## src/rtl/muldiv_unit.sv

```systemverilog
// Multi-cycle multiply/divide unit that owns the HI/LO pair: shift-add multiply and restoring divide.
// Define MULDIV_FAST_MUL_EN to make MULT/MULTU single-cycle; the divide path is the same either way.
module muldiv_unit #(
  parameter int WIDTH = 32,
  parameter int CNT_W = 6
) (
  input  logic             clk,
  input  logic             rst,
  input  logic             start_i,
  input  logic [2:0]       op_i,
  input  logic [WIDTH-1:0] rega_i,
  input  logic [WIDTH-1:0] regb_i,
  input  logic             cancel_i,
  output logic             busy_o,
  output logic             done_o,
  output logic             dz_o,
  output logic [WIDTH-1:0] hi_o,
  output logic [WIDTH-1:0] lo_o
);

  typedef enum logic [1:0] {IDLE = 2'd0, PREP = 2'd1, CALC = 2'd2, FIX = 2'd3} state_t;

  localparam logic [2:0]       OP_MULT   = 3'd0;
  localparam logic [2:0]       OP_MULTU  = 3'd1;
  localparam logic [2:0]       OP_DIVU   = 3'd3;
  localparam logic [2:0]       OP_MTHI   = 3'd4;
  localparam logic [2:0]       OP_MTLO   = 3'd5;
  localparam logic [CNT_W-1:0] LAST_STEP = CNT_W'(WIDTH - 1);

  state_t               state, state_nxt;
  logic [WIDTH-1:0]     opa, opb, addend;
  logic [2*WIDTH-1:0]   acc, acc_nxt, prod_fix;
  logic [CNT_W-1:0]     cnt;
  logic                 is_div, is_signed, neg_res, neg_rem, div_zero;
  logic                 req, cap, start_iter, fix_wr;
  logic                 a_neg, b_neg;
  logic [WIDTH-1:0]     mag_a, mag_b, quo_fix, rem_fix, hi_fix, lo_fix;
  logic [WIDTH:0]       mul_sum, div_shift, div_diff;

  // Cancel outranks start, including in IDLE.
  assign req    = start_i && !cancel_i && (state == IDLE);
  assign cap    = req && (op_i <= OP_DIVU);
  assign fix_wr = (state == FIX) && !cancel_i;
  assign busy_o = (state != IDLE);

`ifdef MULDIV_FAST_MUL_EN
  logic               fm_pend, fm_wr;
  logic [2*WIDTH-1:0] fm_prod;

  assign start_iter = cap && op_i[1];
  assign fm_wr      = fm_pend && !cancel_i;
  // Sign-extended operands: the low 2*WIDTH bits of the product are right for both signednesses.
  assign fm_prod    = {{WIDTH{a_neg}}, opa} * {{WIDTH{b_neg}}, opb};

  // One-cycle flag between accepting a fast multiply and writing its product
  always_ff @(posedge clk or negedge rst) begin
    if (!rst) begin
      fm_pend <= 1'b0;
    end else begin
      fm_pend <= cap && ((op_i == OP_MULT) || (op_i == OP_MULTU));
    end
  end
`else
  assign start_iter = cap;
`endif

  // FSM state register
  always_ff @(posedge clk or negedge rst) begin
    if (!rst) begin
      state <= IDLE;
    end else begin
      state <= state_nxt;
    end
  end

  // FSM next-state logic
  always_comb begin
    state_nxt = state;
    case (state)
      IDLE: begin
        if (start_iter) state_nxt = PREP;
        else            state_nxt = IDLE;
      end
      PREP: begin
        if (cancel_i) state_nxt = IDLE;
        else          state_nxt = CALC;
      end
      CALC: begin
        if (cancel_i)               state_nxt = IDLE;
        else if (cnt == LAST_STEP)  state_nxt = FIX;
        else                        state_nxt = CALC;
      end
      FIX:     state_nxt = IDLE;
      default: state_nxt = IDLE;
    endcase
  end

  // Magnitudes, one radix-2 step, and the sign-corrected results
  always_comb begin
    a_neg     = is_signed & opa[WIDTH-1];
    b_neg     = is_signed & opb[WIDTH-1];
    mag_a     = a_neg ? -opa : opa;
    mag_b     = b_neg ? -opb : opb;
    mul_sum   = {1'b0, acc[2*WIDTH-1:WIDTH]} + (acc[0] ? {1'b0, addend} : {(WIDTH+1){1'b0}});
    div_shift = acc[2*WIDTH-1:WIDTH-1];
    div_diff  = div_shift - {1'b0, addend};
    if (!is_div) begin
      acc_nxt = {mul_sum, acc[WIDTH-1:1]};
    end else if (div_diff[WIDTH]) begin
      acc_nxt = {div_shift[WIDTH-1:0], acc[WIDTH-2:0], 1'b0};
    end else begin
      acc_nxt = {div_diff[WIDTH-1:0], acc[WIDTH-2:0], 1'b1};
    end
    prod_fix = neg_res ? -acc : acc;
    quo_fix  = neg_res ? -acc[WIDTH-1:0] : acc[WIDTH-1:0];
    rem_fix  = neg_rem ? -acc[2*WIDTH-1:WIDTH] : acc[2*WIDTH-1:WIDTH];
    if (!is_div) begin
      hi_fix = prod_fix[2*WIDTH-1:WIDTH];
      lo_fix = prod_fix[WIDTH-1:0];
    end else if (div_zero) begin
      hi_fix = opa;
      lo_fix = {WIDTH{1'b1}};
    end else begin
      hi_fix = rem_fix;
      lo_fix = quo_fix;
    end
  end

  // Operand capture and iterative datapath
  always_ff @(posedge clk or negedge rst) begin
    if (!rst) begin
      opa       <= {WIDTH{1'b0}};
      opb       <= {WIDTH{1'b0}};
      addend    <= {WIDTH{1'b0}};
      acc       <= {(2*WIDTH){1'b0}};
      cnt       <= {CNT_W{1'b0}};
      is_div    <= 1'b0;
      is_signed <= 1'b0;
      neg_res   <= 1'b0;
      neg_rem   <= 1'b0;
      div_zero  <= 1'b0;
    end else begin
      if (cap) begin
        opa       <= rega_i;
        opb       <= regb_i;
        is_div    <= op_i[1];
        is_signed <= ~op_i[0];
      end
      case (state)
        PREP: begin
          cnt      <= {CNT_W{1'b0}};
          neg_res  <= a_neg ^ b_neg;
          neg_rem  <= a_neg;
          div_zero <= is_div && (opb == {WIDTH{1'b0}});
          // Divide shifts the dividend through acc; multiply shifts the multiplier.
          if (is_div) begin
            acc    <= {{WIDTH{1'b0}}, mag_a};
            addend <= mag_b;
          end else begin
            acc    <= {{WIDTH{1'b0}}, mag_b};
            addend <= mag_a;
          end
        end
        CALC: begin
          acc <= acc_nxt;
          cnt <= cnt + 1'b1;
        end
        default: cnt <= {CNT_W{1'b0}};
      endcase
    end
  end

  // HI/LO, divide-by-zero flag and completion pulse
  always_ff @(posedge clk or negedge rst) begin
    if (!rst) begin
      hi_o   <= {WIDTH{1'b0}};
      lo_o   <= {WIDTH{1'b0}};
      dz_o   <= 1'b0;
      done_o <= 1'b0;
    end else begin
      done_o <= 1'b0;
      if (fix_wr) begin
        hi_o   <= hi_fix;
        lo_o   <= lo_fix;
        dz_o   <= div_zero;
        done_o <= 1'b1;
      end
`ifdef MULDIV_FAST_MUL_EN
      if (fm_wr) begin
        hi_o   <= fm_prod[2*WIDTH-1:WIDTH];
        lo_o   <= fm_prod[WIDTH-1:0];
        done_o <= 1'b1;
      end
`endif
      if (req && (op_i == OP_MTHI)) hi_o <= rega_i;
      if (req && (op_i == OP_MTLO)) lo_o <= rega_i;
      if (cap) dz_o <= 1'b0;
    end
  end

endmodule

```

## config.mk

```make
export PLATFORM = sky130hd
export DESIGN_NAME = muldiv_unit
export DESIGN_NICKNAME = d
export VERILOG_FILES = /design/src/rtl/muldiv_unit.sv
export SDC_FILE = /design/constraint.sdc
export NUM_CORES = 1
export LEC_CHECK = 0
export ABC_AREA = 1
export BUFFER_PORTS_ARGS = -buffer_cell sky130_fd_sc_hd__buf_4
export CAP_MARGIN = 20
export CELL_PAD_IN_SITES_DETAIL_PLACEMENT = 1
export CELL_PAD_IN_SITES_GLOBAL_PLACEMENT = 1
export CORE_UTILIZATION = 44
export DETAILED_ROUTE_END_ITERATION = 8
export MAX_ROUTING_LAYER = met4
export PLACE_DENSITY_LB_ADDON = 0.1
export SETUP_SLACK_MARGIN = 0.05
export SLEW_MARGIN = 20
export SYNTH_ARGS = -nofsm -noshare
export SYNTH_HDL_FRONTEND = slang
export SYNTH_SLANG_ARGS = --single-unit
```

## constraint.sdc

```tcl
create_clock -name clk -period 3.4 [get_ports clk]
set_clock_uncertainty 0.1 [all_clocks]
set_input_delay 0.17 -clock clk [delete_from_list [all_inputs] [get_ports clk]]
set_output_delay 0.17 -clock clk [all_outputs]
set_load 0.05 [all_outputs]
```

==> impl_metrics.py <==
metrics = {
    "global_route": {
        "grt_max_degree": 136,
        "grt_overflow": 0,
        "grt_pass1_wl_um": 184000,
        "grt_pass1_vias": 28730,
        "antenna_found_initial": 16,
        "grtUsageTotal_pct": 50.7,
    },
    "timing": {
        "period_needed_ns": 3.93,
        "tns_ns": -6.50,
        "fin_ws_ns": -0.533,
        "setup_viol": 33,
        "finalCritPeriodShare_pct": 116,
        "slew_headroom_pct": 25.0,
        "worst_pin_slew_ns": 1.12,
        "drv_slew": 0,
        "holdWs_ns": 0.0375,
        "fmax_mhz": 254,
        "hold_violations": 0,
    },
    "pwr": {
        "swShare_pct": 52.5,
        "power_switching_uw": 8650,
        "peakVddDrop_mv": 0.821,
        "cellInternalPower_uw": 7830,
        "clockPowerShare_pct": 22.5,
        "total_power_uw": 16500,
        "pwr-share-comb_pct": 50.6,
        "power_density_nw_per_um2": 647,
        "p_seq_share_pct": 26.9,
        "p_leak_uw": 0.0134,
    },
    "critical_path": {
        "critical_path_buf_inv_count": 3,
        "rr_endpoint": "lo_o[7]$_DFFE_PN0P_",
        "cp_cell_sequence": "inv_1 > ha_1 > nand3_1 > nor3_2 > inv_1 > nand2_2 > inv_1 > nand3_1 > o21ai_0 > o21ai_0",
        "cp.arrival_ns": 4.35,
        "cpMostUsedCell": "inv_1",
        "crit_path_end": "lo_o[7]$_DFFE_PN0P_",
        "crit_slowest_cell": "dfrtp_1",
        "path_depth": 10,
        "endpoint_kind": "flop",
        "crit_family": "simple AND/OR/NAND/NOR gates",
        "crit_path_start": "state[1]$_DFF_PN0_",
        "rr_startpoint": "state[1]$_DFF_PN0_",
        "rrSetupSlack_ns": -0.53,
        "max_stage_delay_ns": 0.65,
        "crit_path_start_kind": "flop",
        "reg2reg_depth": 10,
        "worstPathMaxFanout": 20,
        "cp.required_ns": 3.81,
        "critPathKind": "flop to flop",
    },
    "die": {
        "io_pins": 138,
        "die_w_um": 223,
        "row_count": 80,
        "initial_utilization_pct": 44.8,
        "dieArea_um2": 49800,
        "core-area_um2": 48000,
        "die_h_um": 223,
    },
    "synth": {
        "syn-instance-count": 3544,
        "synth_cell_type_count": 52,
        "ys.flop_type": "dfrtp_1",
        "synth-seq-cells": 239,
        "synth-async-reset-ratio_pct": 100,
        "syn_nets": 3691,
        "ys_seq_area_share_pct": 27.8,
        "yosysWarnings": 0,
        "avgSynthCellArea_um2": 6.08,
        "syn_area_um2": 21500,
        "synth_edf_count": 0,
    },
    "detailed_routing": {
        "drt_wl_total_um": 129000,
        "vias": 28883,
        "drt-wirelength-per-cell_um": 29.2,
        "drc": 0,
        "firstDrtPassIters": 6,
        "post_drt_via_cell_ratio": 6.55,
        "drt_iter0_markers": 4156,
        "drt.antenna.violating_nets": 0,
    },
    "outcome": {
        "violations": "setup timing",
        "status": "complete, but fails checks",
    },
    "place": {
        "dp.cells": 4254,
        "io_buffers": 137,
        "dp_hpwl_um": 88900,
        "gp_congestion": 1.06,
    },
    "clock_tree": {
        "clockBufferDepth": 3,
        "post_cts_buffers": 0,
        "clk_pin_slew_ns": 0.08,
        "clkSinkCount": 239,
        "cts-buffers-inserted": 30,
        "worstSkewPairLatency_ns": 0.64,
        "root_buffer": "clkbuf_16",
        "htreeDepth": 1,
        "cts_tree": "done",
    },
    "flow_run": {
        "maxCapViolations": 0,
    },
    "finish": {
        "syn2layout_area_growth_pct": 18.3,
        "fin_util_pct": 53.0,
        "instances_no_fill": 4411,
        "num-nets-final": 3894,
        "layout-drive-gt1-share_pct": 10.1,
    },
    "hold_path": {
        "hp-class": "input port to asynchronous set/reset pin",
    },
}
[through the flow]
stage          setup WS, ns  area (um2)
4_1_cts               0.298       25400
5_1_grt              -0.451       25500
6_report             -0.533       25500
3_5_place_dp          0.316       23600
2_1_floorplan         0.771       21500
3_3_place_gp          0.415       23600
[power by group through the flow]
stage / Combinational (uW) / Clock, uW / Sequential (uW)
after floorplan: 3930 / 0 / 4740
final: 8340 / 3700 / 4440
after CTS: 7690 / 3580 / 4280
after global routing: 8660 / 3740 / 4420
after global placement: 7270 / 0 / 4270
after detailed placement: 7480 / 0 / 4310
[layout by cell type (no fill, tap or decap), drive strengths merged, types with 10 or more instances in the layout]
| cell type | instances |
|---|---|
| clkinv | 13 |
| diode | 25 |
| xnor2 | 14 |
| or2 | 18 |
| nand4 | 41 |
| buf | 233 |
| o22ai | 12 |
| dfrtp | 239 |
| o211ai | 43 |
| a31oi | 14 |
| o221ai | 17 |
| clkbuf | 41 |
| inv | 466 |
| nor2 | 311 |
| nand3b | 10 |
| xor2 | 51 |
| o21ai | 285 |
| a21oi | 199 |
| nand2 | 1152 |
| nor3 | 37 |
| nand3 | 361 |
| a22oi | 21 |
| ha | 74 |
| dlygate4sd3 | 76 |
[registers in the layout, summed over array words and instances (netlist names), 2 cells and up]
| register | cells |
|---|---|
| acc | 64 |
| addend | 32 |
| hi_o | 32 |
| lo_o | 32 |
| opa | 32 |
| opb | 32 |
| cnt | 6 |
| state | 2 |
[final cells by class]
| cell class | instances | area (um2) |
|---|---|---|
| diodes | 25 | 62.6 |
| clock buffers | 41 | 862 |
| clock inverters | 15 | 211 |
| fillers | 6574 | 22600 |
| inverters | 472 | 1780 |
| multi-input cells | 2695 | 13200 |
| flip-flops and latches | 239 | 5990 |
| well taps | 615 | 769 |
| repair buffers | 309 | 2620 |
[Yosys cell counts, types with 13 or more instances]
cell type  count  area share [%]
o211ai_1      43             1.5
dfrtp_1      239              28
inv_2         13            0.23
xor2_1        51             2.1
a21oi_1      197             4.6
nor2_2        14            0.41
o221ai_1      17            0.69
clkbuf_1      94             1.6
o21ai_1       20            0.46
nand2_1     1127              20
xnor2_1       14            0.57
buf_2         29            0.67
nand4_1       41             1.2
nand3_1      355             8.3
nor2_1       292             5.1
a31oi_1       14            0.41
a22oi_1       21            0.73
nor3_1        36            0.84
nand2_2       20            0.58
ha_1          74             4.3
o21ai_0      257             6.0
inv_1        453             7.9
[worst min-delay path by stage]
stage	endpoint	cells after the start
6_report	acc[51]$_DFFE_PN0P_	2
2_1_floorplan	acc[0]$_DFFE_PN0P_	0
5_1_grt	acc[51]$_DFFE_PN0P_	2
3_5_place_dp	acc[51]$_DFFE_PN0P_	1
4_1_cts	acc[51]$_DFFE_PN0P_	2
3_3_place_gp	acc[45]$_DFFE_PN0P_	1
[logic make-up after synthesis]
family | after synthesis | share of synthesized area, %
AND/OR/NAND/NOR | 1939 | 38.1
flip-flops | 239 | 27.8
adder cells (fa/ha/maj) | 76 | 4.49
buffers and inverters | 610 | 11.1
XOR/XNOR | 65 | 2.64
AO/OA/AOI/OAI | 615 | 16.0
[worst reg2reg max path, cell delays in order (launching register included)]
cell and delay, ns:
dfrtp_1 0.65, inv_1 0.28, ha_1 0.22, nand3_1 0.27
nor3_2 0.65, inv_1 0.18, nand2_2 0.24, inv_1 0.39
nand3_1 0.32, o21ai_0 0.19, o21ai_0 0.31
[timing repair]
| item | 4_1_cts | 5_1_grt |
|---|---|---|
| hold buffers | 76 | 0 |
| endpoints found under the setup margin | 0 | 1 |
| gates resized for setup | 0 | 1 |
| endpoints found under the hold margin | 209 | 0 |
[metal layers]
metal	vias up	track usage, %	part of all wire (%)
li1	11909	-	-
met1	13856	61.1	37
met2	2304	74.8	42
met3	814	13.5	12
met4	0	33.1	9.0
met5	-	-	0
No activity file was read; power rests on OpenSTA's default activity.
